[src/rtl/arcade_input_ctrl_pkg.sv]
// Shared constants for the arcade input conditioner: joystick word bit layout
// and the coin pulse state encoding.
package arcade_input_pkg;

    localparam int JOY_RIGHT = 0;
    localparam int JOY_LEFT  = 1;
    localparam int JOY_DOWN  = 2;
    localparam int JOY_UP    = 3;
    localparam int JOY_BTN0  = 4;

    // Control bits sit directly above the action buttons, so they move with BTN_W.
    function automatic int start_bit(input int btn_w);
        return JOY_BTN0 + btn_w;
    endfunction

    function automatic int coin_bit(input int btn_w);
        return JOY_BTN0 + btn_w + 1;
    endfunction

    function automatic int pause_bit(input int btn_w);
        return JOY_BTN0 + btn_w + 2;
    endfunction

    typedef enum logic [1:0] {
        IDLE   = 2'd0,
        ACTIVE = 2'd1,
        GAP    = 2'd2
    } coin_state_t;

endpackage

[src/rtl/arcade_input_ctrl_if.sv]
// Bundle between the hps_io joystick side (master) and the input conditioner (slave).
interface arcade_input_ctrl_if #(
    parameter int NUM_PLAYERS = 2,
    parameter int BTN_W       = 4
);
    logic [16*NUM_PLAYERS-1:0]    joy_in;
    logic                         cocktail;
    logic                         freeze;
    logic [4*NUM_PLAYERS-1:0]     dir_out;
    logic [BTN_W*NUM_PLAYERS-1:0] btn_out;
    logic [NUM_PLAYERS-1:0]       start_out;
    logic [NUM_PLAYERS-1:0]       coin_out;
    logic [8*NUM_PLAYERS-1:0]     coin_count;
    logic                         pause_out;

    modport master (
        output joy_in, cocktail, freeze,
        input  dir_out, btn_out, start_out, coin_out, coin_count, pause_out
    );

    modport slave (
        input  joy_in, cocktail, freeze,
        output dir_out, btn_out, start_out, coin_out, coin_count, pause_out
    );
endinterface

[src/rtl/arcade_input_ctrl_coin_pulse_shaper.sv]
// One coin channel: turns a single-cycle rise into a fixed-width pulse followed
// by a lockout gap, and keeps a wrapping 8-bit coin meter.
module coin_pulse_shaper
    import arcade_input_pkg::*;
#(
    parameter int PULSE_CYC = 600000,
    parameter int GAP_CYC   = 1200000
) (
    input  logic       clk_sys,
    input  logic       reset,
    input  logic       rise_i,
    input  logic       enable_i,
    output logic       coin_o,
    output logic [7:0] count_o
);

    localparam int MAX_CYC = (PULSE_CYC > GAP_CYC) ? PULSE_CYC : GAP_CYC;
    localparam int CW      = (MAX_CYC > 1) ? $clog2(MAX_CYC) : 1;
    localparam logic [CW-1:0] PULSE_LOAD = CW'(PULSE_CYC - 1);
    localparam logic [CW-1:0] GAP_LOAD   = CW'(GAP_CYC - 1);
    localparam logic [CW-1:0] ONE        = CW'(1);

    coin_state_t   state_q, state_d;
    logic [CW-1:0] cnt_q, cnt_d;
    logic          coin_q, coin_d;
    logic [7:0]    count_q, count_d;

    // enable only gates acceptance in IDLE, so a freeze arriving mid-pulse never cuts it short.
    always_comb begin
        state_d = state_q;
        cnt_d   = cnt_q;
        coin_d  = coin_q;
        count_d = count_q;
        case (state_q)
            IDLE: begin
                if (rise_i && enable_i) begin
                    state_d = ACTIVE;
                    cnt_d   = PULSE_LOAD;
                    coin_d  = 1'b1;
                    count_d = count_q + 8'd1;
                end
            end
            ACTIVE: begin
                if (cnt_q == '0) begin
                    state_d = GAP;
                    cnt_d   = GAP_LOAD;
                    coin_d  = 1'b0;
                end else begin
                    cnt_d = cnt_q - ONE;
                end
            end
            GAP: begin
                if (cnt_q == '0) begin
                    state_d = IDLE;
                end else begin
                    cnt_d = cnt_q - ONE;
                end
            end
            default: begin
                state_d = IDLE;
                cnt_d   = '0;
                coin_d  = 1'b0;
            end
        endcase
    end

    always_ff @(posedge clk_sys) begin
        if (reset) begin
            state_q <= IDLE;
            cnt_q   <= '0;
            coin_q  <= 1'b0;
            count_q <= 8'd0;
        end else begin
            state_q <= state_d;
            cnt_q   <= cnt_d;
            coin_q  <= coin_d;
            count_q <= count_d;
        end
    end

    assign coin_o  = coin_q;
    assign count_o = count_q;

endmodule

[src/rtl/arcade_input_ctrl.sv]
// N-player joystick conditioner for arcade cores: cocktail swap, SOCD cleaning,
// latched pause toggle and per-player shaped coin pulses with meters.
module arcade_input_ctrl
    import arcade_input_pkg::*;
#(
    parameter int NUM_PLAYERS    = 2,
    parameter int BTN_W          = 4,
    parameter int SOCD_NEUTRAL   = 1,
    parameter int COIN_PULSE_CYC = 600000,
    parameter int COIN_GAP_CYC   = 1200000
) (
    input  logic                clk_sys,
    input  logic                reset,
    arcade_input_ctrl_if.slave  bus
);

    localparam int SB = start_bit(BTN_W);
    localparam int CB = coin_bit(BTN_W);
    localparam int PB = pause_bit(BTN_W);

    logic [16*NUM_PLAYERS-1:0]    joyMapped, joy_q, joy_q2;
    logic [4*NUM_PLAYERS-1:0]     dirClean, dir_q;
    logic [BTN_W*NUM_PLAYERS-1:0] btnRaw, btn_q;
    logic [NUM_PLAYERS-1:0]       startRaw, start_q;
    logic [NUM_PLAYERS-1:0]       coinRise_d, coinRise_q, pauseRise;
    logic [NUM_PLAYERS-1:0]       coinOutVec;
    logic [8*NUM_PLAYERS-1:0]     countVec;
    logic                         pause_q, pause_d;
    logic                         unusedPipeBits;

    generate
        if (NUM_PLAYERS >= 2) begin : g_swap
            always_comb begin
                joyMapped = bus.joy_in;
                if (bus.cocktail) begin
                    joyMapped[15:0]  = bus.joy_in[31:16];
                    joyMapped[31:16] = bus.joy_in[15:0];
                end
            end
        end else begin : g_noswap
            logic unusedCocktail;
            assign joyMapped      = bus.joy_in;
            assign unusedCocktail = bus.cocktail;
        end
    endgenerate

    for (genvar p = 0; p < NUM_PLAYERS; p++) begin : g_player
        logic [3:0] d;

        always_comb begin
            d = joy_q[16*p +: 4];
            if (SOCD_NEUTRAL != 0) begin
                if (d[JOY_LEFT] && d[JOY_RIGHT]) begin
                    d[JOY_LEFT]  = 1'b0;
                    d[JOY_RIGHT] = 1'b0;
                end
                if (d[JOY_UP] && d[JOY_DOWN]) begin
                    d[JOY_UP]   = 1'b0;
                    d[JOY_DOWN] = 1'b0;
                end
            end
        end

        assign dirClean[4*p +: 4]       = d;
        assign btnRaw[BTN_W*p +: BTN_W] = joy_q[16*p+JOY_BTN0 +: BTN_W];
        assign startRaw[p]              = joy_q[16*p+SB];
        assign coinRise_d[p]            = joy_q[16*p+CB] & ~joy_q2[16*p+CB];
        assign pauseRise[p]             = joy_q[16*p+PB] & ~joy_q2[16*p+PB];

        coin_pulse_shaper #(
            .PULSE_CYC (COIN_PULSE_CYC),
            .GAP_CYC   (COIN_GAP_CYC)
        ) u_coin (
            .clk_sys  (clk_sys),
            .reset    (reset),
            .rise_i   (coinRise_q[p]),
            .enable_i (~pause_q & ~bus.freeze),
            .coin_o   (coinOutVec[p]),
            .count_o  (countVec[8*p +: 8])
        );
    end

    // Pipeline bits the game never looks at are folded here so nothing dangles.
    assign unusedPipeBits = ^{joy_q, joy_q2};

    assign pause_d = bus.freeze ? 1'b0 : ((|pauseRise) ? ~pause_q : pause_q);

    // Masking with pause_d keeps the game inputs dark on exactly the cycles pause_out is high.
    always_ff @(posedge clk_sys) begin
        if (reset) begin
            joy_q      <= '0;
            joy_q2     <= '0;
            coinRise_q <= '0;
            pause_q    <= 1'b0;
            dir_q      <= '0;
            btn_q      <= '0;
            start_q    <= '0;
        end else begin
            joy_q      <= joyMapped;
            joy_q2     <= joy_q;
            coinRise_q <= coinRise_d;
            pause_q    <= pause_d;
            dir_q      <= pause_d ? '0 : dirClean;
            btn_q      <= pause_d ? '0 : btnRaw;
            start_q    <= pause_d ? '0 : startRaw;
        end
    end

    assign bus.dir_out    = dir_q;
    assign bus.btn_out    = btn_q;
    assign bus.start_out  = start_q;
    assign bus.coin_out   = coinOutVec;
    assign bus.coin_count = countVec;
    assign bus.pause_out  = pause_q;

endmodule

[src/flat_wrapper.sv]
// flat-port wrapper written by rule: the top's interface ports become plain ports
module arcade_input_ctrl_flat import arcade_input_pkg::*;
#(
    parameter int NUM_PLAYERS    = 2,
    parameter int BTN_W          = 4,
    parameter int SOCD_NEUTRAL   = 1,
    parameter int COIN_PULSE_CYC = 600000,
    parameter int COIN_GAP_CYC   = 1200000
)
  (clk_sys, reset, bus_joy_in, bus_cocktail, bus_freeze, bus_dir_out, bus_btn_out, bus_start_out, bus_coin_out, bus_coin_count, bus_pause_out);
  arcade_input_ctrl_if #(.NUM_PLAYERS(NUM_PLAYERS), .BTN_W(BTN_W)) bus_i ();
  input  logic clk_sys;
  input  logic reset;
  input wire logic [$bits(bus_i.joy_in)-1:0] bus_joy_in;
  input wire logic [$bits(bus_i.cocktail)-1:0] bus_cocktail;
  input wire logic [$bits(bus_i.freeze)-1:0] bus_freeze;
  output wire logic [$bits(bus_i.dir_out)-1:0] bus_dir_out;
  output wire logic [$bits(bus_i.btn_out)-1:0] bus_btn_out;
  output wire logic [$bits(bus_i.start_out)-1:0] bus_start_out;
  output wire logic [$bits(bus_i.coin_out)-1:0] bus_coin_out;
  output wire logic [$bits(bus_i.coin_count)-1:0] bus_coin_count;
  output wire logic [$bits(bus_i.pause_out)-1:0] bus_pause_out;
  assign bus_i.joy_in = bus_joy_in;
  assign bus_i.cocktail = bus_cocktail;
  assign bus_i.freeze = bus_freeze;
  assign bus_dir_out = bus_i.dir_out;
  assign bus_btn_out = bus_i.btn_out;
  assign bus_start_out = bus_i.start_out;
  assign bus_coin_out = bus_i.coin_out;
  assign bus_coin_count = bus_i.coin_count;
  assign bus_pause_out = bus_i.pause_out;
  arcade_input_ctrl #(.NUM_PLAYERS(NUM_PLAYERS), .BTN_W(BTN_W), .SOCD_NEUTRAL(SOCD_NEUTRAL), .COIN_PULSE_CYC(COIN_PULSE_CYC), .COIN_GAP_CYC(COIN_GAP_CYC)) u_core (.clk_sys(clk_sys), .reset(reset), .bus(bus_i));
endmodule
[config.mk]
export PLATFORM = sky130hd
export DESIGN_NAME = arcade_input_ctrl_flat
export DESIGN_NICKNAME = d
export VERILOG_FILES = /design/src/rtl/arcade_input_ctrl_pkg.sv /design/src/rtl/arcade_input_ctrl_if.sv /design/src/rtl/arcade_input_ctrl_coin_pulse_shaper.sv /design/src/rtl/arcade_input_ctrl.sv /design/src/flat_wrapper.sv
export SDC_FILE = /design/constraint.sdc
export NUM_CORES = 1
export LEC_CHECK = 0
export CAP_MARGIN = 40
export CORE_MARGIN = 2
export CORE_UTILIZATION = 60
export CTS_BUF_LIST = sky130_fd_sc_hd__clkbuf_8
export CTS_CLUSTER_DIAMETER = 40
export CTS_CLUSTER_SIZE = 14
export DETAILED_ROUTE_END_ITERATION = 8
export HOLD_SLACK_MARGIN = 0.15
export PLACE_DENSITY = 0.95
export SLEW_MARGIN = 10
export SYNTH_ARGS = -nofsm -noshare
export SYNTH_HDL_FRONTEND = slang
export SYNTH_SLANG_ARGS = --single-unit
[constraint.sdc]
create_clock -name clk_sys -period 4 [get_ports clk_sys]
set_input_delay 0.8 -clock clk_sys [delete_from_list [all_inputs] [get_ports clk_sys]]
set_output_delay 0.8 -clock clk_sys [all_outputs]
set_load 0.01 [all_outputs]
==> results of run 1 <==
==> power groups by stage <==
| stage | sequential, mW | combinational, mW | clock (mW) |
|---|---|---|---|
| floorplan | 1.25 | 0.712 | 0 |
| global placement | 1.27 | 0.882 | 0 |
| detailed placement | 1.28 | 0.928 | 0 |
| CTS | 1.26 | 0.940 | 0.693 |
| global route | 1.27 | 1.04 | 0.739 |
| finish | 1.26 | 0.982 | 0.701 |
==> placed cells by master (no fill, tap or decap), drive strengths merged, types with 5 or more instances in the layout <==
master,Yosys,layout
nand2,39,39
o221ai,5,5
a21boi,7,7
a22oi,6,6
nand4,18,18
dfxtp,111,111
or3,6,6
or4,8,8
ha,6,6
a21oi,41,41
nor4,15,15
mux2i,27,27
nor3b,13,13
o31ai,7,7
nor3,23,23
or2,6,6
nor2,76,76
xor2,13,13
buf,16,8
o21ai,28,28
nand3,22,22
inv,17,21
clkdlybuf4s50,0,61
and2,11,11
a311oi,5,5
nor2b,8,8
xnor2,8,8
o211ai,16,16
and3,5,5
clkbuf,29,9
==> cell families (layout without fill, tap and decap cells) <==
family                     after synthesis  in the layout  share of synthesized area
AOI/OAI and AO/OA                      166            166                     0.2065
xor gates and xnor gates                21             21                    0.03250
adders and majority gates                6              6                    0.01327
buffers and inverters                   62            102                    0.04643
DFF                                    111            111                     0.3927
muxes                                   27             27                    0.04776
and+or+nand+nor                        264            264                     0.2609
==> registers in the layout, summed over array words and instances, names as in the netlist <==
register	count
u_core.g_player.u_coin.coin_o	2
u_core.bus.dir_out	8
u_core.g_player.u_coin.count_o	16
u_core.g_player.u_coin.cnt_q	42
u_core.g_player.u_coin.state_q	4
u_core.bus.start_out	2
u_core.joy_q	22
u_core.bus.pause_out	1
u_core.coinRise_q	2
u_core.joy_q2	4
u_core.bus.btn_out	8
==> through the flow <==
step / setup slack, ps / hold slack [ps] / instance area (um2) / cells / util
6_report: 1134 / 392.9 / 6472 / 808 / 0.7038
5_1_grt: 1094 / 414.5 / 6472 / 808 / 0.7038
4_1_cts: 1220 / 394.1 / 6472 / 808 / 0.7038
3_5_place_dp: 862.7 / 379.0 / 6267 / 792 / 0.6815
3_3_place_gp: 945.1 / 372.0 / 6267 / 792 / 0.6815
2_1_floorplan: 1622 / 367.4 / 5659 / 657 / -
==> final cells by class <==
cell class                      count  area [um2]  share of cell area
Sequential cell                   111        2222              0.3433
Tap cell                          111       138.9             0.02146
Clock inverter                      7       81.33             0.01257
Multi-Input combinational cell    484        3174              0.4904
Inverter                           17       63.81            0.009859
Timing Repair Buffer               69       668.1              0.1032
Clock buffer                        9       123.9             0.01914
==> layer usage <==
metal  GRT usage  wire [um]
met1      0.4003       6265
met2      0.4941       7338
met3     0.07698       1755
met4      0.1227        548
met5           0          0
==> worst register-to-register path: cells and delay by family (launching register included) <==
kind	cells	cell delay [ps]
flip-flops	1	380
adder cells (fa/ha/maj)	1	170
buffers and inverters	2	330
AND/OR/NAND/NOR	3	580
AO/OA/AOI/OAI	2	1060
==> how the worst max path moves through the flow <==
stage	from	endpoint	slack, ps	depth (start not counted)
final	bus_freeze	u_core.g_player[0].u_coin.cnt_q[18]	1130	6
after detailed placement	bus_freeze	u_core.g_player[0].u_coin.cnt_q[18]	860	6
after global routing	bus_freeze	u_core.g_player[0].u_coin.cnt_q[18]	1090	6
after CTS	bus_freeze	u_core.g_player[0].u_coin.cnt_q[18]	1220	6
after global placement	bus_freeze	u_core.g_player[0].u_coin.cnt_q[18]	950	6
after floorplan	bus_freeze	u_core.g_player[1].u_coin.cnt_q[18]	1620	6
==> run_results.csv, run 1 <==
group,metric,value,unit
clock_network,post_cts_resized,0,
detailed_routing,drc,0,
clock_network,cts.sinks,111,
yosys,ys_ff_latch,111,
detailed_routing,via_per_inst,6.868,
power,switching_power,1.165,mW
clock_network,hold_buffers,0,
min_path,min_from,"u_core.joy_q2[9]",
yosys,synthTopCellsByCount,"111 x dfxtp_1, 76 x nor2_1, 41 x a21oi_1",
min_path,holdPathEnd,"u_core.coinRise_q[0]",
power,pwr-share-seq,0.428,
yosys,yosysTopAreaCell,"dfxtp_1",
critical_path,cp.buffers_inverters,1,
global_routing,grt-ovfl-total,0,
final_layout,num-fill-cells,635,
clock_network,cts-root-buf,"clkbuf_8",
final_layout,drive_gt1_frac,0.08465,
yosys,synthCells,657,
die,coreArea,9196,um2
power,leakage,2.407,nW
placement,gp_congestion,1.037,
timing,fin_crit_sh,0.7166,
run,cap_violations,0,
detailed_routing,vias,5549,
yosys,async_flop_share,0,
detailed_routing,firstDrtPassIters,8,
power,power.total,2.944,mW
die,initial_core_util,0.6154,
timing,hold_violations,0,
yosys,synth-edff-count,0,
timing,layout_min_cycle_time,2866,ps
yosys,synth_area_leaders,"dfxtp_1 39%, nor2_1 5.0%, mux2i_1 4.8%, a21oi_1 3.6%, nand2_1 2.5%",
global_routing,grt_pass1_vias,5272,
timing,slew_violations,0,
critical_path,worstPathMaxFanout,6,
global_routing,antenna_found_initial,0,
min_path,whs_path_depth,1,
yosys,synth.most_common_cell,"dfxtp_1",
detailed_routing,wl_per_cell,19.69,um
final_layout,syn2layout_area_growth,14.37,%
final_layout,n_antenna_cell,0,
global_routing,grt.total_usage,0.3083,
clock_network,post_cts_buffers,0,
global_routing,grt_pass1_wl,25380,um
die,io_pins,73,
critical_path,cp-start-kind,"input port",
timing,fmax,0.3489,GHz
timing,setup_viol,0,
power,clkPwrFrac,0.238,
power,p_int,1.779,mW
power,ir_drop,0.2858,mV
yosys,yosysTopAreaCellShare,0.3927,
yosys,synth_top_flop_cell,"dfxtp_1",
clock_network,cts_tree,"done",
critical_path,cpLargestDelayFamily,"simple AND/OR/NAND/NOR gates",
critical_path,reg2reg_depth,8,
critical_path,max_stage_delay,650,ps
power,pwr_density_cell,454.8,nW/um2
critical_path,critPathArrivalTime,3190,ps
timing,skew,13.19,ps
critical_path,cp_slowest_cell,"a2111oi_0",
power,combPwrFrac,0.333,
die,dieArea,10230,um2
critical_path,worst-setup-path-type,"input port to register",
critical_path,critical_path_required,4320,ps
yosys,syn_nets,699,
critical_path,r2r_slack,1370,ps
placement,port_buffers,62,
yosys,synthDistinctLibCells,79,
yosys,yosysSeqAreaShare,0.3927,
detailed_routing,routed_wirelength,15910,um
yosys,synth_area,5659,um2
global_routing,grt_max_degree,45,
die,std_cell_rows,35,
critical_path,reg2reg_to,"u_core.g_player[0].u_coin.cnt_q[17]",
clock_network,path_clk_slew,110,ps
power,sw_frac_of_total,0.3958,
timing,fin_tns_setup,0,ps
placement,dpl.hpwl,10910,um
clock_network,cts_buffers,9,
detailed_routing,drt_iter0_markers,720,
timing,slew_headroom,0.2884,
min_path,hold_class,"register to register",
critical_path,path_cells,"clkdlybuf4s50_1 > nor3b_1 > or2_2 > o31ai_2 > a2111oi_0 > mux2i_1",
clock_network,worstSkewPairLatency,390,ps
critical_path,crit_path_end_kind,"register",
clock_network,htreeDepth,3,
die,die_w,101.1,um
timing,worstMarginPinSlew,1058,ps
status,status,"finished, final reports clean",
yosys,synth_area_per_cell,8.614,um2
final_layout,nNetsFinal,734,
detailed_routing,ant_nets,0,
critical_path,r2r-start,"u_core.g_player[0].u_coin.cnt_q[0]",
timing,rsz0062_at_grt,"false",
die,die_y,101.1,um
clock_network,clock_path_buffers,2,
yosys,ys_warn_count,0,
Power figures use the tool's default switching activity.
==> run 2: changes to the inputs <==
Settings changed: CORE_UTILIZATION 60 to 52, PLACE_DENSITY 0.95 to 0.89.
Clock period 4 ns to 2.5 ns, I/O delays scaled along.
==> run 2 against run 1 <==
Effect of this change: die area up 15%; via count increased by 0.81%; first-iteration DRC count decreased by 12%; power up 64%; global-route usage fell by 3.2 points; cell area rose by 5.8%; largest cell class unchanged; combinational power rose by 75%; clock skew about the same.
==> run_results.csv, run 2 (synthesis gave the netlist of run 1 again) <==
group,metric,value,unit
final_layout,top_register,"u_core.g_player.u_coin.cnt_q",
timing,hold_violations,0,
power,power.total,4.834,mW
min_path,hold_class,"register to register",
detailed_routing,vias,5594,
placement,port_buffers,62,
power,ir_drop,0.5453,mV
final_layout,final_cell_mix,"111 x dfxtp_1, 75 x nor2_1, 61 x clkdlybuf4s50_1",
power,switching_power,1.861,mW
placement,dpl.hpwl,11360,um
detailed_routing,via_per_inst,6.357,
final_layout,largest_register_ffs,42,
clock_network,cts.sinks,111,
final_layout,syn2layout_area_growth,21.05,%
power,combPwrFrac,0.357,
global_routing,grt_pass1_wl,25880,um
critical_path,cp-start-kind,"register",
detailed_routing,routed_wirelength,15920,um
power,pwr_density_cell,705.6,nW/um2
clock_network,cts_tree,"done",
die,initial_core_util,0.5267,
power,leakage,2.620,nW
die,dieArea,11730,um2
die,die_w,108.3,um
timing,slew_headroom,0.5775,
critical_path,worst-setup-path-type,"register to register",
power,clkPwrFrac,0.228,
timing,setup_viol,0,
die,die_y,108.3,um
critical_path,crit_path_end_kind,"register",
power,p_int,2.973,mW
global_routing,grt-ovfl-total,0,
global_routing,grt.total_usage,0.2760,
timing,hold_ws,401.8,ps
timing,worstMarginPinSlew,631.4,ps
die,io_pins,73,
detailed_routing,drc,0,
global_routing,grt_max_degree,47,
final_layout,nNetsFinal,777,
placement,gp_congestion,1.030,
clock_network,cts_buffers,9,
run,cap_violations,0,
detailed_routing,drt_iter0_markers,632,
final_layout,n_antenna_cell,0,
status,status,"finished, final reports clean",
critical_path,critical_path_required,2790,ps
detailed_routing,ant_nets,0,
critical_path,worstPathMaxFanout,11,
clock_network,htreeDepth,3,
power,sw_frac_of_total,0.3849,
final_layout,drive_gt1_frac,0.1432,
timing,fmax,0.4213,GHz
clock_network,cts-root-buf,"clkbuf_8",
critical_path,reg2reg_depth,7,
die,std_cell_rows,38,
critical_path,critPathArrivalTime,2660,ps
timing,rsz0062_at_grt,"false",
timing,slew_violations,0,
timing,fin_crit_sh,0.9494,
detailed_routing,wl_per_cell,18.09,um
detailed_routing,firstDrtPassIters,5,
global_routing,antenna_found_initial,0,
die,coreArea,10750,um2
power,pwr-share-seq,0.415,
timing,layout_min_cycle_time,2373,ps
clock_network,worstSkewPairLatency,380,ps
global_routing,grt_pass1_vias,5477,
min_path,whs_path_depth,1,
timing,skew,13.56,ps
clock_network,path_clk_slew,120,ps
clock_network,clock_path_buffers,2,
final_layout,final_common_cell,"dfxtp_1",
## run 2: cell types whose count changed in the layout (fill, tap and decap cells not counted), sizes merged
cell and change:
buf +43, inv -2, clkinv +1, clkinvlp +1
## run 2: final timing paths
| kind | slack (ps) | startpoint | end |
|---|---|---|---|
| max reg2reg | 130 | u_core.g_player[1].u_coin.cnt_q[0] | u_core.g_player[1].u_coin.cnt_q[0] |
| max | 130 | u_core.g_player[1].u_coin.cnt_q[0] | u_core.g_player[1].u_coin.cnt_q[0] |
| min reg2reg | 400 | u_core.joy_q2[25] | u_core.coinRise_q[1] |
| min | 400 | u_core.joy_q2[25] | u_core.coinRise_q[1] |
## run 2: layout make-up
cell class                      instances  area [um2]
Fill cell                             880        3895
Multi-Input combinational cell        484        3187
Sequential cell                       111        2222
Timing Repair Buffer                  112       991.0
Tap cell                              140       175.2
Clock buffer                            9       123.9
Clock inverter                          7       87.58
Inverter                               17       63.81
## run 2: repair_timing
| item | 4_1_cts | 5_1_grt |
|---|---|---|
| hold buffers | 0 | 0 |
| setup buffers | 0 | 0 |
| gates resized for setup | 1 | 4 |
| setup endpoints to repair | 1 | 19 |
## run 2: power by group through the flow
stage | combinational, mW | sequential, mW | clock [mW]
finish | 1.72 | 2.01 | 1.10
detailed placement | 1.64 | 2.04 | 0
global placement | 1.60 | 2.03 | 0
floorplan | 1.14 | 2.00 | 0
global route | 1.86 | 2.02 | 1.19
CTS | 1.66 | 2.00 | 1.11
## run 2: worst max-delay path: stages, from the launching register on
cell       delay, ps
dfxtp_1          370
inv_2            120
ha_1             190
or4b_4           490
or3_4            450
o21ai_2          190
a21oi_1          100
a2111oi_2        360
## run 2: through the flow
stage	TNS, ps	instances	utilization	setup slack, ps	area, um2
final	0	880	0.6375	126.5	6850
after global placement	0	864	0.6167	1.096	6626
after floorplan	0	657	-	320.5	5659
after detailed placement	-87.18	864	0.6167	-49.50	6626
after CTS	0	880	0.6364	3.665	6838
after global routing	0	880	0.6375	27.13	6850
## run 2: layer usage
layer | global-route usage | vias up | wire, um | share of wire
li1 | - | 2604 | - | -
met1 | 0.3457 | 2590 | 6236 | 0.39
met2 | 0.4623 | 347 | 7617 | 0.48
met3 | 0.04340 | 53 | 1562 | 0.098
met4 | 0.1364 | 0 | 501 | 0.031
met5 | 0 | - | 0 | 0
==> run 3: changes to the inputs <==
Settings changed: CORE_ASPECT_RATIO set to 0.6, CORE_UTILIZATION 52 to 57, GPL_TIMING_DRIVEN set to 1, PLACE_DENSITY 0.89 to 0.92.
Clock period 2.5 ns to 2.23 ns, I/O delays scaled along.
==> run 3 against run 2 <==
Effect of this change: the flow now finishes with violations (setup timing); cell area is 6.9% higher; combinational power is 44% higher; global-route usage is 6.9 points higher; sequential share of layout area is 2.1 points lower; clock skew is 2.0 ps lower; largest cell class unchanged; largest power group is now combinational logic.
==> run_results.csv, run 3 (synthesis gave the netlist of run 1 again) <==
group,metric,value,unit
status,status,"finished, violations left",
status,violations,"setup timing",
critical_path,critPathArrivalTime,2560,ps
critical_path,critical_path_required,2520,ps
clock_network,htreeDepth,3,
global_routing,antenna_found_initial,0,
power,switching_power,2.322,mW
power,ir_drop,0.4712,mV
timing,worstMarginPinSlew,621.8,ps
global_routing,grt_max_degree,45,
clock_network,clock_path_buffers,2,
placement,place_area,6990,um2
clock_network,cts_tree,"done",
placement,gp_congestion,1.056,
final_layout,num-fill-cells,669,
power,sw_frac_of_total,0.3920,
final_layout,final_core_util,0.7521,
min_path,hold_class,"register to register",
detailed_routing,vias,6024,
timing,fmax,0.4410,GHz
die,io_pins,73,
detailed_routing,ant_nets,0,
power,p_int,3.600,mW
detailed_routing,routed_wirelength,18730,um
timing,fin_crit_sh,1.017,
global_routing,grt.total_usage,0.3454,
timing,fin_tns_setup,-58.29,ps
final_layout,top_register,"u_core.g_player.u_coin.cnt_q",
placement,dpl.hpwl,13850,um
final_layout,final_cell_mix,"109 x dfxtp_1, 96 x buf_4, 74 x nor2_1",
die,coreArea,9739,um2
die,std_cell_rows,28,
clock_network,worstSkewPairLatency,390,ps
timing,layout_setup_ws,-37.83,ps
power,pwr-share-seq,0.376,
critical_path,worst-setup-path-type,"register to register",
final_layout,drive_gt1_frac,0.2152,
die,die_y,81.18,um
clock_network,cts_buffers,9,
timing,slew_violations,0,
timing,setup_viol,2,
clock_network,cts.sinks,111,
detailed_routing,via_per_inst,6.512,
run,cap_violations,0,
global_routing,grt-ovfl-total,0,
global_routing,grt_pass1_wl,29140,um
detailed_routing,drc,0,
clock_network,cts-root-buf,"clkbuf_8",
global_routing,grt_pass1_vias,5616,
final_layout,n_antenna_cell,0,
timing,hold_violations,0,
critical_path,crit_path_end_kind,"register",
timing,slew_headroom,0.5747,
timing,skew,11.54,ps
detailed_routing,firstDrtPassIters,6,
critical_path,worstPathMaxFanout,5,
final_layout,nNetsFinal,827,
clock_network,path_clk_slew,120,ps
final_layout,syn2layout_area_growth,29.43,%
power,pwr_density_cell,808.5,nW/um2
final_layout,final_common_cell,"dfxtp_1",
power,leakage,2.887,nW
detailed_routing,drt_iter0_markers,971,
placement,port_buffers,62,
die,dieArea,10770,um2
power,combPwrFrac,0.418,
final_layout,multi_input_area,3281,um2
timing,layout_min_cycle_time,2268,ps
die,initial_core_util,0.5811,
timing,rsz0062_at_grt,"true",
final_layout,largest_register_ffs,42,
final_layout,fin_area,7325,um2
final_layout,seqCellArea,2225,um2
placement,post-place-ws,-268.9,ps
detailed_routing,wl_per_cell,20.25,um
die,die_w,132.6,um
power,clkPwrFrac,0.206,
critical_path,cp-start-kind,"register",
-- run 3: what timing repair did --
action | CTS | global route
hold buffers | 0 | 0
gates cloned | 1 | 0
buffers inserted | 1 | 2
gates resized for setup | 17 | 15
pin swaps | 3 | 9
endpoints found under the setup margin | 10 | 22
-- run 3: through the flow --
| stage | power (mW) | hold WS, ps | cells |
|---|---|---|---|
| floorplan | 3.521 | 367.4 | 657 |
| global placement | 4.413 | 371.8 | 905 |
| detailed placement | 4.501 | 396.4 | 905 |
| CTS | 5.747 | 412.3 | 923 |
| global route | 6.137 | 427.5 | 925 |
| finish | 5.922 | 405.4 | 925 |
-- run 3: layout make-up --
class,instances,share of cell area
clock inverter,7,0.01025
timing repair buffer,161,0.1894
multi-input combinational,485,0.4479
sequential,111,0.3037
clock buffer,9,0.01691
tap,135,0.02306
inverter,17,0.008712
-- run 3: power groups by stage --
| stage | sequential, mW | clock [mW] | combinational (mW) |
|---|---|---|---|
| floorplan | 2.24 | 0 | 1.28 |
| global placement | 2.25 | 0 | 2.16 |
| detailed placement | 2.26 | 0 | 2.24 |
| CTS | 2.22 | 1.21 | 2.31 |
| global route | 2.24 | 1.28 | 2.62 |
| finish | 2.23 | 1.22 | 2.48 |
-- run 3: worst max-delay path: stages (launching register included) --
cell,delay [ps]
dfxtp_2,340
inv_2,70
ha_4,130
or4b_4,480
or3_4,470
buf_6,160
o21ai_4,120
a21o_1,210
o21ba_4,170
-- run 3: metal layers --
layer | track usage | share of wire | up-vias
li1 | - | - | 2696
met1 | 0.4652 | 0.42 | 2817
met2 | 0.5321 | 0.43 | 467
met3 | 0.1136 | 0.14 | 44
met4 | 0.1011 | 0.014 | 0
met5 | 0 | 0 | -
-- run 3: worst paths after layout --
kind,from,to,slack [ps],cells after the start
hold / removal,u_core.joy_q2[25],u_core.coinRise_q[1],410,1
setup reg to reg,u_core.g_player[1].u_coin.cnt_q[1],u_core.g_player[1].u_coin.cnt_q[15],-40,8
setup / recovery,u_core.g_player[1].u_coin.cnt_q[1],u_core.g_player[1].u_coin.cnt_q[15],-40,8
hold reg to reg,u_core.joy_q2[25],u_core.coinRise_q[1],410,1
